**config.mk**
```make
export PLATFORM = sky130hd
export DESIGN_NAME = serial_subtractor
export DESIGN_NICKNAME = d
export VERILOG_FILES = /design/src/rtl/serial_subtractor_pkg.sv /design/src/rtl/serial_subtractor_full_subtractor.sv /design/src/rtl/serial_subtractor.sv
export SDC_FILE = /design/constraint.sdc
export NUM_CORES = 1
export LEC_CHECK = 0
export ABC_CLOCK_PERIOD_IN_PS = 2200
export CAP_MARGIN = 20
export CORE_MARGIN = 1
export CORE_UTILIZATION = 51
export CTS_BUF_LIST = sky130_fd_sc_hd__clkbuf_8 sky130_fd_sc_hd__clkbuf_16
export DETAILED_ROUTE_END_ITERATION = 10
export PLACE_DENSITY_LB_ADDON = 0.2
export SYNTH_ARGS = -nofsm -noshare
export SYNTH_HDL_FRONTEND = slang
export SYNTH_HIERARCHICAL = 1
export SYNTH_SLANG_ARGS = --single-unit
```
**constraint.sdc**
```tcl
create_clock -name clk -period 2.2 [get_ports clk]
set_input_delay 0.44 -clock clk [delete_from_list [all_inputs] [get_ports clk]]
set_output_delay 0.44 -clock clk [all_outputs]
set_load 0.01 [all_outputs]
```
**src/rtl/serial_subtractor_pkg.sv**
```systemverilog
// serial_subtractor_pkg
// Shared definitions for the bit-serial subtractor slice.
//   sub_state_t : controller states (IDLE -> RUN -> DONE -> IDLE)
//   DEFAULT_W   : default operand width
//   cnt_width() : width of the bit counter, never less than one bit
// Optional feature macro used by this slice: SERIAL_SUBTRACTOR_OVF_EN

package serial_subtractor_pkg;

    typedef enum logic [1:0] {IDLE, RUN, DONE} sub_state_t;

    localparam int DEFAULT_W = 4;

    // A one-bit operand still needs a one-bit counter, so clamp at 1.
    function automatic int cnt_width(input int w);
        return (w > 1) ? $clog2(w) : 1;
    endfunction

endpackage

```
**src/rtl/serial_subtractor_full_subtractor.sv**
```systemverilog
// full_subtractor
// Combinational 1-bit subtractor cell: computes x - y - bi.
// Ports:
//   x  : input  minuend bit
//   y  : input  subtrahend bit
//   bi : input  borrow-in
//   d  : output difference bit
//   bo : output borrow-out

module full_subtractor (
    input  logic x,
    input  logic y,
    input  logic bi,
    output logic d,
    output logic bo
);

    assign d  = x ^ y ^ bi;
    assign bo = (~x & y) | (~x & bi) | (y & bi);

endmodule

```
**src/rtl/serial_subtractor.sv**
```systemverilog
// serial_subtractor
// Bit-serial unsigned subtractor: d = a - b - bin (mod 2^W) and borrow-out,
// one bit per clock, LSB first, with valid/ready handshakes on both sides.
// Parameters:
//   W : operand/result width (W >= 1)
// Ports:
//   clk       : input  system clock, rising edge
//   reset     : input  synchronous active-high reset
//   in_valid  : input  producer offers a, b, bin
//   in_ready  : output block can accept operands (IDLE only)
//   a, b      : input  unsigned minuend / subtrahend
//   bin       : input  borrow-in
//   out_valid : output result valid (DONE only)
//   out_ready : input  consumer accepts result
//   d         : output difference, modulo 2^W
//   bout      : output borrow-out, 1 iff a < b + bin
//   ovf       : output signed overflow (only with SERIAL_SUBTRACTOR_OVF_EN)
// Optional feature macro: SERIAL_SUBTRACTOR_OVF_EN

module serial_subtractor
    import serial_subtractor_pkg::*;
#(
    parameter int W = DEFAULT_W
) (
    input  logic         clk,
    input  logic         reset,
    input  logic         in_valid,
    output logic         in_ready,
    input  logic [W-1:0] a,
    input  logic [W-1:0] b,
    input  logic         bin,
    output logic         out_valid,
    input  logic         out_ready,
    output logic [W-1:0] d,
    output logic         bout
`ifdef SERIAL_SUBTRACTOR_OVF_EN
    ,
    output logic         ovf
`endif
);

    localparam int CW = cnt_width(W);
    localparam logic [CW-1:0] LAST_CNT = CW'(W - 1);

    sub_state_t    state;
    sub_state_t    state_next;
    logic [W-1:0]  a_sh;
    logic [W-1:0]  b_sh;
    logic [W-1:0]  res_sh;
    logic [W-1:0]  res_next;
    logic          borrow;
    logic [CW-1:0] cnt;
    logic          last_bit;
    logic          diff_bit;
    logic          borrow_next;

`ifdef SERIAL_SUBTRACTOR_OVF_EN
    logic          sign_a;
    logic          sign_b;
`endif

    // One cell does all the arithmetic; the shift registers feed it LSB first.
    full_subtractor u_cell (
        .x  (a_sh[0]),
        .y  (b_sh[0]),
        .bi (borrow),
        .d  (diff_bit),
        .bo (borrow_next)
    );

    // The new difference bit enters at the top so that after W shifts the
    // first (LSB) result bit has walked down to bit 0.
    assign res_next = W'({diff_bit, res_sh} >> 1);
    assign last_bit = (cnt == LAST_CNT);

    // State register.
    always_ff @(posedge clk) begin
        if (reset) begin
            state <= IDLE;
        end else begin
            state <= state_next;
        end
    end

    // Next-state and handshake outputs.
    always_comb begin
        state_next = state;
        in_ready   = 1'b0;
        out_valid  = 1'b0;
        case (state)
            IDLE: begin
                in_ready = 1'b1;
                if (in_valid) begin
                    state_next = RUN;
                end
            end
            RUN: begin
                if (last_bit) begin
                    state_next = DONE;
                end
            end
            DONE: begin
                out_valid = 1'b1;
                if (out_ready) begin
                    state_next = IDLE;
                end
            end
            default: begin
                state_next = IDLE;
            end
        endcase
    end

    // Datapath: operands are captured only on acceptance, then shifted one
    // bit per RUN cycle. The visible result registers change only when the
    // last bit completes (or on reset), so they hold through IDLE and RUN.
    always_ff @(posedge clk) begin
        if (reset) begin
            a_sh   <= '0;
            b_sh   <= '0;
            res_sh <= '0;
            borrow <= 1'b0;
            cnt    <= '0;
            d      <= '0;
            bout   <= 1'b0;
`ifdef SERIAL_SUBTRACTOR_OVF_EN
            sign_a <= 1'b0;
            sign_b <= 1'b0;
            ovf    <= 1'b0;
`endif
        end else begin
            case (state)
                IDLE: begin
                    if (in_valid) begin
                        a_sh   <= a;
                        b_sh   <= b;
                        borrow <= bin;
                        cnt    <= '0;
`ifdef SERIAL_SUBTRACTOR_OVF_EN
                        sign_a <= a[W-1];
                        sign_b <= b[W-1];
`endif
                    end
                end
                RUN: begin
                    a_sh   <= a_sh >> 1;
                    b_sh   <= b_sh >> 1;
                    res_sh <= res_next;
                    borrow <= borrow_next;
                    cnt    <= cnt + CW'(1);
                    if (last_bit) begin
                        d    <= res_next;
                        bout <= borrow_next;
`ifdef SERIAL_SUBTRACTOR_OVF_EN
                        ovf  <= (sign_a != sign_b) && (res_next[W-1] != sign_a);
`endif
                    end
                end
                default: begin
                end
            endcase
        end
    end

endmodule

```
==> impl_metrics.tcl, run 1 <==
set metrics [dict create \
    power_density_nw_per_um2 679 \
    ant_nets 0 \
    cts_buffers 3 \
    synth_ff_type "dfxtp_1" \
    power_frac_comb 0.139 \
    drive_above_1_share 0.117 \
    vias 712 \
    tns_ns 0 \
    syn_area_per_cell_um2 9.72 \
    grt_setup_unrepaired "false" \
    post-cts-setup-buffer-count 0 \
    fp.dieH_um 43.6 \
    placed_cells 123 \
    netSwitchingFraction 0.229 \
    ir_drop_mv 0.544 \
    fp-row-count 14 \
    cts.sinks 21 \
    drtPass1Iterations 4 \
    drcViolationCount 0 \
    synth_top_area_frac 0.475 \
    place_congestion 0.695 \
    min_period_ns 1.89 \
    nFillCells 121 \
    diodes 0 \
    drt_iter0_drc 24 \
    synth_top_area_cell "dfxtp_1" \
    clock.fmax_mhz 530 \
    fin_skew_ns 0.00170 \
    die_x_um 43.6 \
    wire_per_inst_um 13.8 \
    worstPathCellList "nor2_1 > clkdlybuf4s50_1" \
    synthTopCellsByCount "21 x dfxtp_1, 11 x a21oi_1, 11 x nor2_1, 10 x inv_1, 7 x o221a_2" \
    drv_slew 0 \
    routed_wl_mm 1.76 \
    maxSlewHeadroom 0.664 \
    ys_seq_area_frac 0.475 \
    ctsLongestPathBuffers 2 \
    antenna_found_initial 0 \
    clockPowerShare 0.309 \
    grt_max_degree 17 \
    io_pins 20 \
    initial_utilization 0.567 \
    seqCellArea_um2 420 \
    async_flop_share 0 \
    switchingPower_mw 0.172 \
    critPathCaptureType "output pin" \
    synth.most_common_cell "dfxtp_1" \
    crit_path_max_incr_delay_ns 0.59 \
    cellLeakagePower_nw 0.438 \
    synthCells 91 \
    synth.area.top_cells "dfxtp_1 48%, o221a_2 8.9%, mux2i_1 6.8%" \
    fin_crit_sh 0.858 \
    crit_path_max_fanout 7 \
    ys_types 22 \
    grt_pass1_vias 694 \
    htreeDepth 1 \
    clk_latency_ns 0.25 \
    finalSetupViolations 0 \
    portBuffers 19 \
    synth_enable_flop_cells 0 \
    vias_per_cell 5.61 \
    coreArea_um2 1560 \
    min_path_type "flip-flop to flip-flop" \
    crit_family "buffers and inverters" \
    post_cts_resized 0 \
    nNetsFinal 127 \
    ys.warnings.count 6 \
    cts_root_buf "clkbuf_8" \
    cp.required_ns 1.76 \
    hold_viol_final 0 \
    cap_violations 0 \
    areaGrowthSynthToFinish_pct 25.3 \
    grt_use_total 0.214 \
    cts_tree "done" \
    grt-ovfl-total 0 \
    post-dp-hpwl_mm 1.28 \
    path_class "flip-flop to output pin" \
    tightest_slew_ns 0.502 \
    syn_nets 106 \
    clkTransAtPathRegs_ns 0.07 \
    dieArea_um2 1900 \
    crit_path_start_kind "flip-flop" \
    intPower_mw 0.580 \
    grt_pass1_wl_mm 2.99 \
    multi_input_area_um2 388 \
    cp_slowest_cell "clkdlybuf4s50_1" \
    cp.buffers_inverters 1 \
    hold_buffers 0 \
    ys_ff_latch 21 \
    syn-cell-area_um2 885 \
    seq_power_share 0.552 \
    crit_arrival_ns 1.45 \
    status "finished, final reports clean" \
    instances_no_fill 127 \
]
==> final timing paths <==
check / start / endpoint / slack [ns] / cells after the start
max: state[1] / in_ready / 0.31 / 2
min: d[3] / d[3] / 0.46 / 2
max reg2reg: state[0] / borrow / 0.88 / 3
min reg2reg: d[3] / d[3] / 0.46 / 2
==> cells by family (layout without fill, tap and decap cells) <==
kind of cell    after synthesis  in the layout  synth area share
simple gates                 25             25             0.136
compound gates               23             23             0.198
flops                        21             21             0.475
buf+inv                      14             34            0.0863
mux                           6              6            0.0679
fa+ha+maj                     2              2            0.0368
==> area by class of cell <==
cell class                      instances  share of cell area
Sequential cell                        21               0.379
Clock inverter                          1             0.00339
Multi-Input combinational cell         56               0.350
Clock buffer                            3              0.0372
Timing Repair Buffer                   20               0.178
Tap cell                               16              0.0181
Inverter                               10              0.0339
==> routing by layer <==
layer | global-route usage | part of all wire
met1 | 0.261 | 0.43
met2 | 0.376 | 0.52
met3 | 0.0375 | 0.043
met4 | 0.0750 | 0.0051
met5 | 0 | 0
==> power by group through the flow <==
stage	combinational (mW)	clock, mW	sequential [mW]
6_report	0.105	0.233	0.415
5_1_grt	0.115	0.258	0.417
4_1_cts	0.105	0.240	0.415
3_5_place_dp	0.104	0	0.423
3_3_place_gp	0.0987	0	0.422
2_1_floorplan	0.0716	0	0.420
==> per-stage QoR <==
stage,area [µm²],setup slack [ns],hold WS (ns),power [mW],util
after global routing,1110,0.246,0.480,0.790,0.711
final,1110,0.312,0.455,0.752,0.711
after floorplan,885,0.990,0.443,0.491,-
after CTS,1110,0.318,0.458,0.760,0.711
after detailed placement,1060,0.413,0.448,0.527,0.682
after global placement,1060,0.489,0.444,0.521,0.682
==> worst min-delay path, delay by kind of cell, from the launching register on <==
kind | cells | cell delay [ns]
flip-flops | 1 | 0.31
AND/OR/NAND/NOR | 1 | 0.05
AO/OA/AOI/OAI | 1 | 0.05
==> flip-flops by register name, indices dropped and copies added, names as in the netlist <==
name,cells
a_sh,4
b_sh,4
borrow,1
bout,1
cnt,2
d,4
res_sh,3
state,2
==> layout by cell type, fill, tap and decap left out, drive strengths merged <==
master         Yosys  layout
o21bai             1       1
inv               10      11
clkbuf             2       3
nor2b              1       1
nand3b             1       1
mux2i              6       6
nand2              5       5
a21oi             12      12
nor3               1       1
clkdlybuf4s50      0      19
and2b              1       1
a32oi              2       2
nor2              11      11
nand2b             1       1
ha                 1       1
dfxtp             21      21
fa                 1       1
buf                2       1
o221a              7       7
nand3              4       4
a22oi              1       1
Note: power is estimated with default switching activity, not from simulation.
==> run 2: changes to the inputs <==
- GPL_TIMING_DRIVEN: default -> 1
==> results of run 2 <==
No change in the layout: final DEF, timing and power equal those of run 1.
==> run 3: changes to the inputs <==
- RECOVER_POWER: default -> 50
==> impl_metrics.tcl, run 3 (synthesis gave the netlist of run 1 again) <==
set metrics [dict create \
    status "finished, final reports clean" \
    grt_setup_unrepaired "false" \
    path_class "flip-flop to output pin" \
    io_pins 20 \
    ir_drop_mv 0.550 \
    antenna_found_initial 0 \
    drt_iter0_drc 24 \
    crit_path_max_fanout 7 \
    die_x_um 43.6 \
    cts.sinks 21 \
    vias 714 \
    clkTransAtPathRegs_ns 0.07 \
    vias_per_cell 5.62 \
    drtPass1Iterations 4 \
    fin_crit_sh 0.860 \
    final_common_cell "dfxtp_1" \
    cts_buffers 3 \
    r2r_setup_slack_ns 0.85 \
    place_area_um2 1060 \
    nNetsFinal 127 \
    clk_latency_ns 0.25 \
    post-dp-hpwl_mm 1.28 \
    tightest_slew_ns 0.512 \
    tns_ns 0 \
    cap_violations 0 \
    coreArea_um2 1560 \
    critPathCaptureType "output pin" \
    portBuffers 19 \
    dieArea_um2 1900 \
    grt_max_degree 17 \
    routed_wl_mm 1.78 \
    hold_buffers 0 \
    diodes 0 \
    drive_above_1_share 0.108 \
    seqCellArea_um2 420 \
    min_path_type "flip-flop to flip-flop" \
    stdcell_area_um2 1100 \
    drv_slew 0 \
    post-cts-setup-buffer-count 0 \
    ctsLongestPathBuffers 2 \
    fp-row-count 14 \
    crit_arrival_ns 1.45 \
    finalSetupViolations 0 \
    cts_root_buf "clkbuf_8" \
    grt_use_total 0.214 \
    final_cell_mix "21 x dfxtp_1, 17 x clkdlybuf4s50_1, 11 x nor2_1, 11 x inv_1, 11 x a21oi_1" \
    finalWorstSetupSlack_ns 0.309 \
    initial_utilization 0.567 \
    min_period_ns 1.89 \
    grt_pass1_vias 694 \
    grt-ovfl-total 0 \
    maxSlewHeadroom 0.659 \
    wire_per_inst_um 14.0 \
    multi_input_area_um2 388 \
    cellLeakagePower_nw 0.435 \
    fin_skew_ns 0.00404 \
    nFillCells 123 \
    ant_nets 0 \
    cts_tree "done" \
    power_density_nw_per_um2 682 \
    pre_cts_slack_ns 0.413 \
    top_regs "a_sh (4), b_sh (4), d (4)" \
    post_cts_resized 0 \
    cp.required_ns 1.76 \
    fp.dieH_um 43.6 \
    clock.fmax_mhz 529 \
    place_congestion 0.695 \
    crit_path_start_kind "flip-flop" \
    grt_pass1_wl_mm 2.99 \
    drcViolationCount 0 \
    areaGrowthSynthToFinish_pct 24.9 \
    htreeDepth 1 \
    hold_viol_final 0 \
]
-- run 3: layout make-up --
cell class                      count  share of cell area
Inverter                           10              0.0340
Sequential cell                    21               0.381
Multi-Input combinational cell     56               0.351
Clock inverter                      1             0.00340
Clock buffer                        3              0.0374
Timing Repair Buffer               20               0.176
Tap cell                           16              0.0181
-- run 3: worst max-delay path, cell delays in order, from the launching register on --
cell	delay (ns)
dfxtp_1	0.38
nor2_1	0.23
clkdlybuf4s50_1	0.59
-- run 3: report_power, final --
group	internal, mW	leakage, nW	switching, mW	total (mW)
Combinational	0.0541	0.236	0.0493	0.103
Sequential	0.400	0.172	0.0147	0.415
Clock	0.124	0.0269	0.112	0.236
-- run 3: through the flow --
| stage | hold WS, ns | power, mW | util | instances |
|---|---|---|---|---|
| floorplan | 0.443 | 0.491 | - | 91 |
| global placement | 0.444 | 0.521 | 0.682 | 123 |
| detailed placement | 0.448 | 0.527 | 0.682 | 123 |
| CTS | 0.458 | 0.760 | 0.711 | 127 |
| global route | 0.480 | 0.789 | 0.709 | 127 |
| finish | 0.455 | 0.754 | 0.709 | 127 |
-- run 3: final timing paths --
check | depth (start not counted) | startpoint | endpoint
setup / recovery | 2 | state[1] | in_ready
hold / removal | 2 | d[3] | d[3]
setup reg to reg | 3 | state[0] | res_sh[2]
hold reg to reg | 2 | d[3] | d[3]
-- run 3: per-layer routing --
metal	vias up	track usage	wire length (µm)
li1	356	-	-
met1	339	0.261	794
met2	17	0.376	907
met3	2	0.0375	66
met4	0	0.0750	9
met5	-	0	0
==> edit 1 (flow settings as in run 3) <==
Change the package constant `DEFAULT_W` from 4 to 5.
--- a/src/rtl/serial_subtractor_pkg.sv
+++ b/src/rtl/serial_subtractor_pkg.sv
@@ -9,7 +9,7 @@
 
     typedef enum logic [1:0] {IDLE, RUN, DONE} sub_state_t;
 
-    localparam int DEFAULT_W = 4;
+    localparam int DEFAULT_W = 5;
 
     // A one-bit operand still needs a one-bit counter, so clamp at 1.
     function automatic int cnt_width(input int w);
Interface: changed (resized a, b and d); port bits go from 20 to 23. The function was not compared with the original's and may differ.
==> edit 1 against run 3 <==
- setup slack lost 0.020 ns
- die area grew 27%
- clock skew fell by 0.0017 ns
- sequential cell count rose by 5
- critical path type unchanged
- design area grew 26%
- largest cell class unchanged
- power up 23%
- wire length is 17% higher
- non-clock buffer count is 4 higher
- hold slack improved by 0.030 ns
- synthesized area increased by 28%
==> edit 1: results (changes against run 3) <==
| Metric | Value |
|---|---|
| Worst-path maximum fanout | `7 (unchanged)` |
| Initial antenna violation count | `0 (unchanged)` |
| Cells after DPL | `162 (+32%)` |
| Share of post-route cells with drive strength above 1 | `5.04% (-5.8 points)` |
| H-tree levels | `1 (unchanged)` |
| Post-DP HPWL | `1.50 mm (+17%)` |
| Port Buffer Count | `22 (+3)` |
| Post-CTS Repair Setup Buffers | `0 (unchanged)` |
| Vias in the first global route | `833 (+20%)` |
| Via density | `5.31 (-5.5%)` |
| CP max stage delay | `0.56 ns (-0.03 ns)` |
| Post-place instance area | `1350 µm² (+27%)` |
| DR pass1 iterations | `4 (unchanged)` |
| Yosys warning count | `6 (unchanged)` |
| Hold WC Path Type | `reg -> reg` |
| Ranking of synthesized cells by area | `dfxtp_1 46%, nor2_1 9.6%, mux2i_1 8.8%` |
| CTS buffer count | `3 (unchanged)` |
| Slowest stage cell, crit path | `clkdlybuf4s50_1` |
| WL final | `2.08 mm (+17%)` |
| Post-synthesis average cell area | `9.50 µm² (-2.2%)` |
| Ant diodes | `0 (unchanged)` |
| Biggest regs | `a_sh x5, b_sh x5, d x5` |
| Dpl ws | `0.351 ns (-0.0616 ns)` |
| Clk slew on worst S/H paths | `0.09 ns (+0.02 ns)` |
| Leakage power total | `0.562 nW (+29%)` |
| Worst Path Arrival | `1.47 ns (+0.02 ns)` |
| Clock root cell | `clkbuf_8` |
| Worst slew margin | `54.9% (-11 points)` |
| Commonest cells post-synth | `29 x nor2_1, 26 x dfxtp_1, 10 x mux2i_1, 9 x a211oi_1, 6 x o2bb2ai_1` |
| Crit path max-delay family | `buffers and inverters` |
| Fill cells | `176 (+43%)` |
| First-pass GRT wire length | `3.57 mm (+19%)` |
| Register area share after synthesis | `46.0% (-1.5 points)` |
| Clk Latency, worst-skew pair | `0.26 ns` |
| Unique masters post-synth | `27 (+23%)` |
| Net count after synthesis | `137 (+29%)` |
| Dominant register cell in the synthesized netlist | `dfxtp_1` |
| Vias | `882 (+24%)` |
| Async set-reset flop share out of synthesis | `0% (unchanged)` |
| Gr usage total | `18.6% (-2.8 points)` |
| Largest net degree at the start of global routing | `27 (+10)` |
| Status | `complete, no violations` |
| Worst IR Drop VDD | `0.428 mV (-22%)` |
| Setup Skew | `0.00234 ns (-0.00170 ns)` |
| Global placer's final weighted congestion | `0.748 (+7.5%)` |
| Iter 0 DRT Violations | `10 (-58%)` |
| Post-cts sizing count | `0 (unchanged)` |
-- edit 1: final timing paths --
kind / depth (start not counted) / to / slack (ns) / start
worst min register to register: 2 / cnt[0] / 0.49 / cnt[0]
worst max-delay path: 2 / out_valid / 0.29 / state[1]
worst max register to register: 3 / res_sh[3] / 0.73 / state[0]
worst min-delay path: 2 / cnt[0] / 0.49 / cnt[0]
-- edit 1: cell families after synthesis --
| kind of cell | after synthesis | synth area share [%] |
|---|---|---|
| DFF | 26 | 46.0 |
| muxes | 10 | 8.85 |
| AOI/OAI and AO/OA | 27 | 19.2 |
| and+or+nand+nor | 39 | 15.5 |
| buffers and inverters | 14 | 6.42 |
| adders and majority gates | 3 | 3.98 |
-- edit 1: report_power, final --
group | switching [mW] | internal (mW) | total, mW
Sequential | 0.0157 | 0.494 | 0.510
Clock | 0.137 | 0.159 | 0.296
Combinational | 0.0600 | 0.0625 | 0.123
Total | 0.213 | 0.716 | 0.928
-- edit 1: worst reg2reg max path: cells and delay by family (launching register included) --
family	cells	cell delay [ns]
mux	1	0.27
flops	1	0.44
simple gates	2	0.65
-- edit 1: cell type report --
cell class                 count  area, µm²  share of cell area [%]
tap                           27       33.8                    2.43
multi-input combinational     79        520                    37.5
inverter                       6       22.5                    1.62
timing repair buffer          24        235                    17.0
sequential                    26        520                    37.5
clock buffer                   4       55.1                    3.97
-- edit 1: layer usage --
layer | share of wire, % | vias up | wire length, µm | global-route usage (%)
li1 | - | 457 | - | -
met1 | 48 | 413 | 1000 | 23.0
met2 | 48 | 10 | 1000 | 33.3
met3 | 2.8 | 2 | 58 | 3.12
met4 | 0.53 | 0 | 11 | 4.41
met5 | 0 | - | 0 | 0
==> edit 2 (settings of run 3) <==
Without the edit above. Encoding of `sub_state_t`: now one-hot (3 bits for 3 states).
--- a/src/rtl/serial_subtractor_pkg.sv
+++ b/src/rtl/serial_subtractor_pkg.sv
@@ -7,7 +7,7 @@
 
 package serial_subtractor_pkg;
 
-    typedef enum logic [1:0] {IDLE, RUN, DONE} sub_state_t;
+    typedef enum logic [2:0] {IDLE = 3'b001, RUN = 3'b010, DONE = 3'b100} sub_state_t;
 
     localparam int DEFAULT_W = 4;
 
Function: same outputs for any inputs over 10 cycles, from zero or initial values and one cycle with reset high; not proved beyond that.
==> edit 2 against run 3 <==
- sequential power is 7.2% higher
- sequential cell count is 1 higher
- setup slack worse by 0.20 ns
- utilization is 0.71 points higher
- wire length is 25% higher
- cell count is 20% higher
- power is 26% higher
- design area is 16% higher
- global-route usage is 2.0 points higher
- non-clock buffer count is 4 higher
- synthesized area is 13% higher
- critical path type unchanged
- largest cell class is now multi-input gates
==> edit 2: results (changes against run 3) <==
| Metric | Value |
|---|---|
| Status | `complete, no violations` |
| Setup Skew | `0.00238 ns (-0.00165 ns)` |
| Avg WL per Cell | `14.6 µm (+4.0%)` |
| Net count after synthesis | `123 (+16%)` |
| DR pass1 iterations | `6 (+2)` |
| Deepest clock path buffer count | `2 (unchanged)` |
| CTS buffer count | `3 (unchanged)` |
| Leakage power total | `0.458 nW (+5.4%)` |
| Crit path max-delay family | `buffers and inverters` |
| Async set-reset flop share out of synthesis | `0% (unchanged)` |
| R2r setup slk | `0.54 ns (-0.31 ns)` |
| Slowest stage cell, crit path | `dfxtp_1` |
| Post-DP HPWL | `1.50 mm (+17%)` |
| Initial antenna violation count | `0 (unchanged)` |
| Largest net degree at the start of global routing | `17 (unchanged)` |
| Iter 0 DRT Violations | `31 (+29%)` |
| Ant diodes | `0 (unchanged)` |
| H-tree levels | `1 (unchanged)` |
| Global placer's final weighted congestion | `0.756 (+8.8%)` |
| Hold WC Path Type | `reg -> reg` |
| Via density | `5.81 (+3.4%)` |
| Post-CTS Repair Setup Buffers | `0 (unchanged)` |
| Vias in the first global route | `785 (+13%)` |
| Dominant register cell in the synthesized netlist | `dfxtp_1` |
| Clock root cell | `clkbuf_8` |
| Ranking of synthesized cells by area | `dfxtp_1 44%, mux2i_1 5.0%, a221oi_1 3.5%` |
| Commonest cells post-synth | `22 x dfxtp_1, 9 x nor2_1, 7 x inv_1, 7 x o21ai_0, 6 x nor3_1` |
| Worst slew margin | `71.0% (+5.1 points)` |
| Share of post-route cells with drive strength above 1 | `8.59% (-2.2 points)` |
| Biggest regs | `a_sh x4, b_sh x4, d x4` |
| Worst hold slack | `0.475 ns (+0.0195 ns)` |
| Worst Path Arrival | `1.65 ns (+0.20 ns)` |
| Clk slew on worst S/H paths | `around 0.080 ns` |
| Port Buffer Count | `19 (unchanged)` |
| # nets final | `144 (+13%)` |
| Yosys warning count | `6 (unchanged)` |
| CP max stage delay | `0.56 ns (-0.03 ns)` |
| Worst IR Drop VDD | `0.449 mV (-18%)` |
| Clk Latency, worst-skew pair | `around 0.26 ns` |
| Register area share after synthesis | `44.1% (-3.5 points)` |
| First-pass GRT wire length | `3.53 mm (+18%)` |
| Fill cells | `135 (+9.8%)` |
| Gr usage total | `23.4% (+2.0 points)` |
| Worst-path maximum fanout | `13 (+6)` |
| Unique masters post-synth | `28 (+27%)` |
-- edit 2: timing repair --
action / 4_1_cts / 5_1_grt
endpoints found under the setup margin: 0 / 1
hold buffers: 0 / 0
gates resized for setup: 0 / 1
-- edit 2: logic make-up after synthesis --
family,share of synthesized area [%]
AND/OR/NAND/NOR,18.3
multiplexers,5.01
adder cells (fa/ha/maj),3.25
flip-flops,44.1
buffers and inverters,7.51
AO/OA/AOI/OAI,21.9
-- edit 2: per-stage QoR --
step           setup slack [ns]  power, mW  cell area [µm²]  cells
6_report                  0.107      0.950             1280    153
5_1_grt                  0.0152      0.987             1280    153
4_1_cts                  0.0595      0.953             1280    153
3_5_place_dp              0.368      0.583             1210    149
3_3_place_gp              0.376      0.578             1210    149
2_1_floorplan             0.764      0.532             1000    108
-- edit 2: where the power goes --
part	switching [mW]	leakage [nW]	internal (mW)	total [mW]
clock	0.133	0.0357	0.243	0.376
sequential	0.0236	0.180	0.421	0.445
combinational	0.0620	0.243	0.0675	0.130
total	0.218	0.458	0.731	0.950
-- edit 2: path summary, 6_finish.rpt --
check,startpoint,cells past startpoint,to
setup / recovery,state[0],3,in_ready
hold / removal,a_sh[0],2,a_sh[0]
setup reg to reg,cnt[0],5,bout
hold reg to reg,a_sh[0],2,a_sh[0]
-- edit 2: layout make-up --
type,instances,area [µm²],area share (%)
clock buffer,3,41.3,3.24
clock inverter,1,30.0,2.35
inverter,8,30.0,2.35
multi-input combinational,70,478,37.5
sequential,22,442,34.6
tap,25,31.3,2.45
timing repair buffer,24,224,17.5
-- edit 2: metal layers --
| layer | wire length (µm) | GRT usage, % |
|---|---|---|
| met2 | 1070 | 35.2 |
| met1 | 989 | 32.4 |
| met5 | 0 | 0 |
| met4 | 25 | 10.6 |
| met3 | 144 | 4.31 |
-- edit 2: tightest hold or removal path: stages, from the launching register on --
cell	delay, ns
dfxtp_1	0.32
inv_1	0.05
a221oi_1	0.06
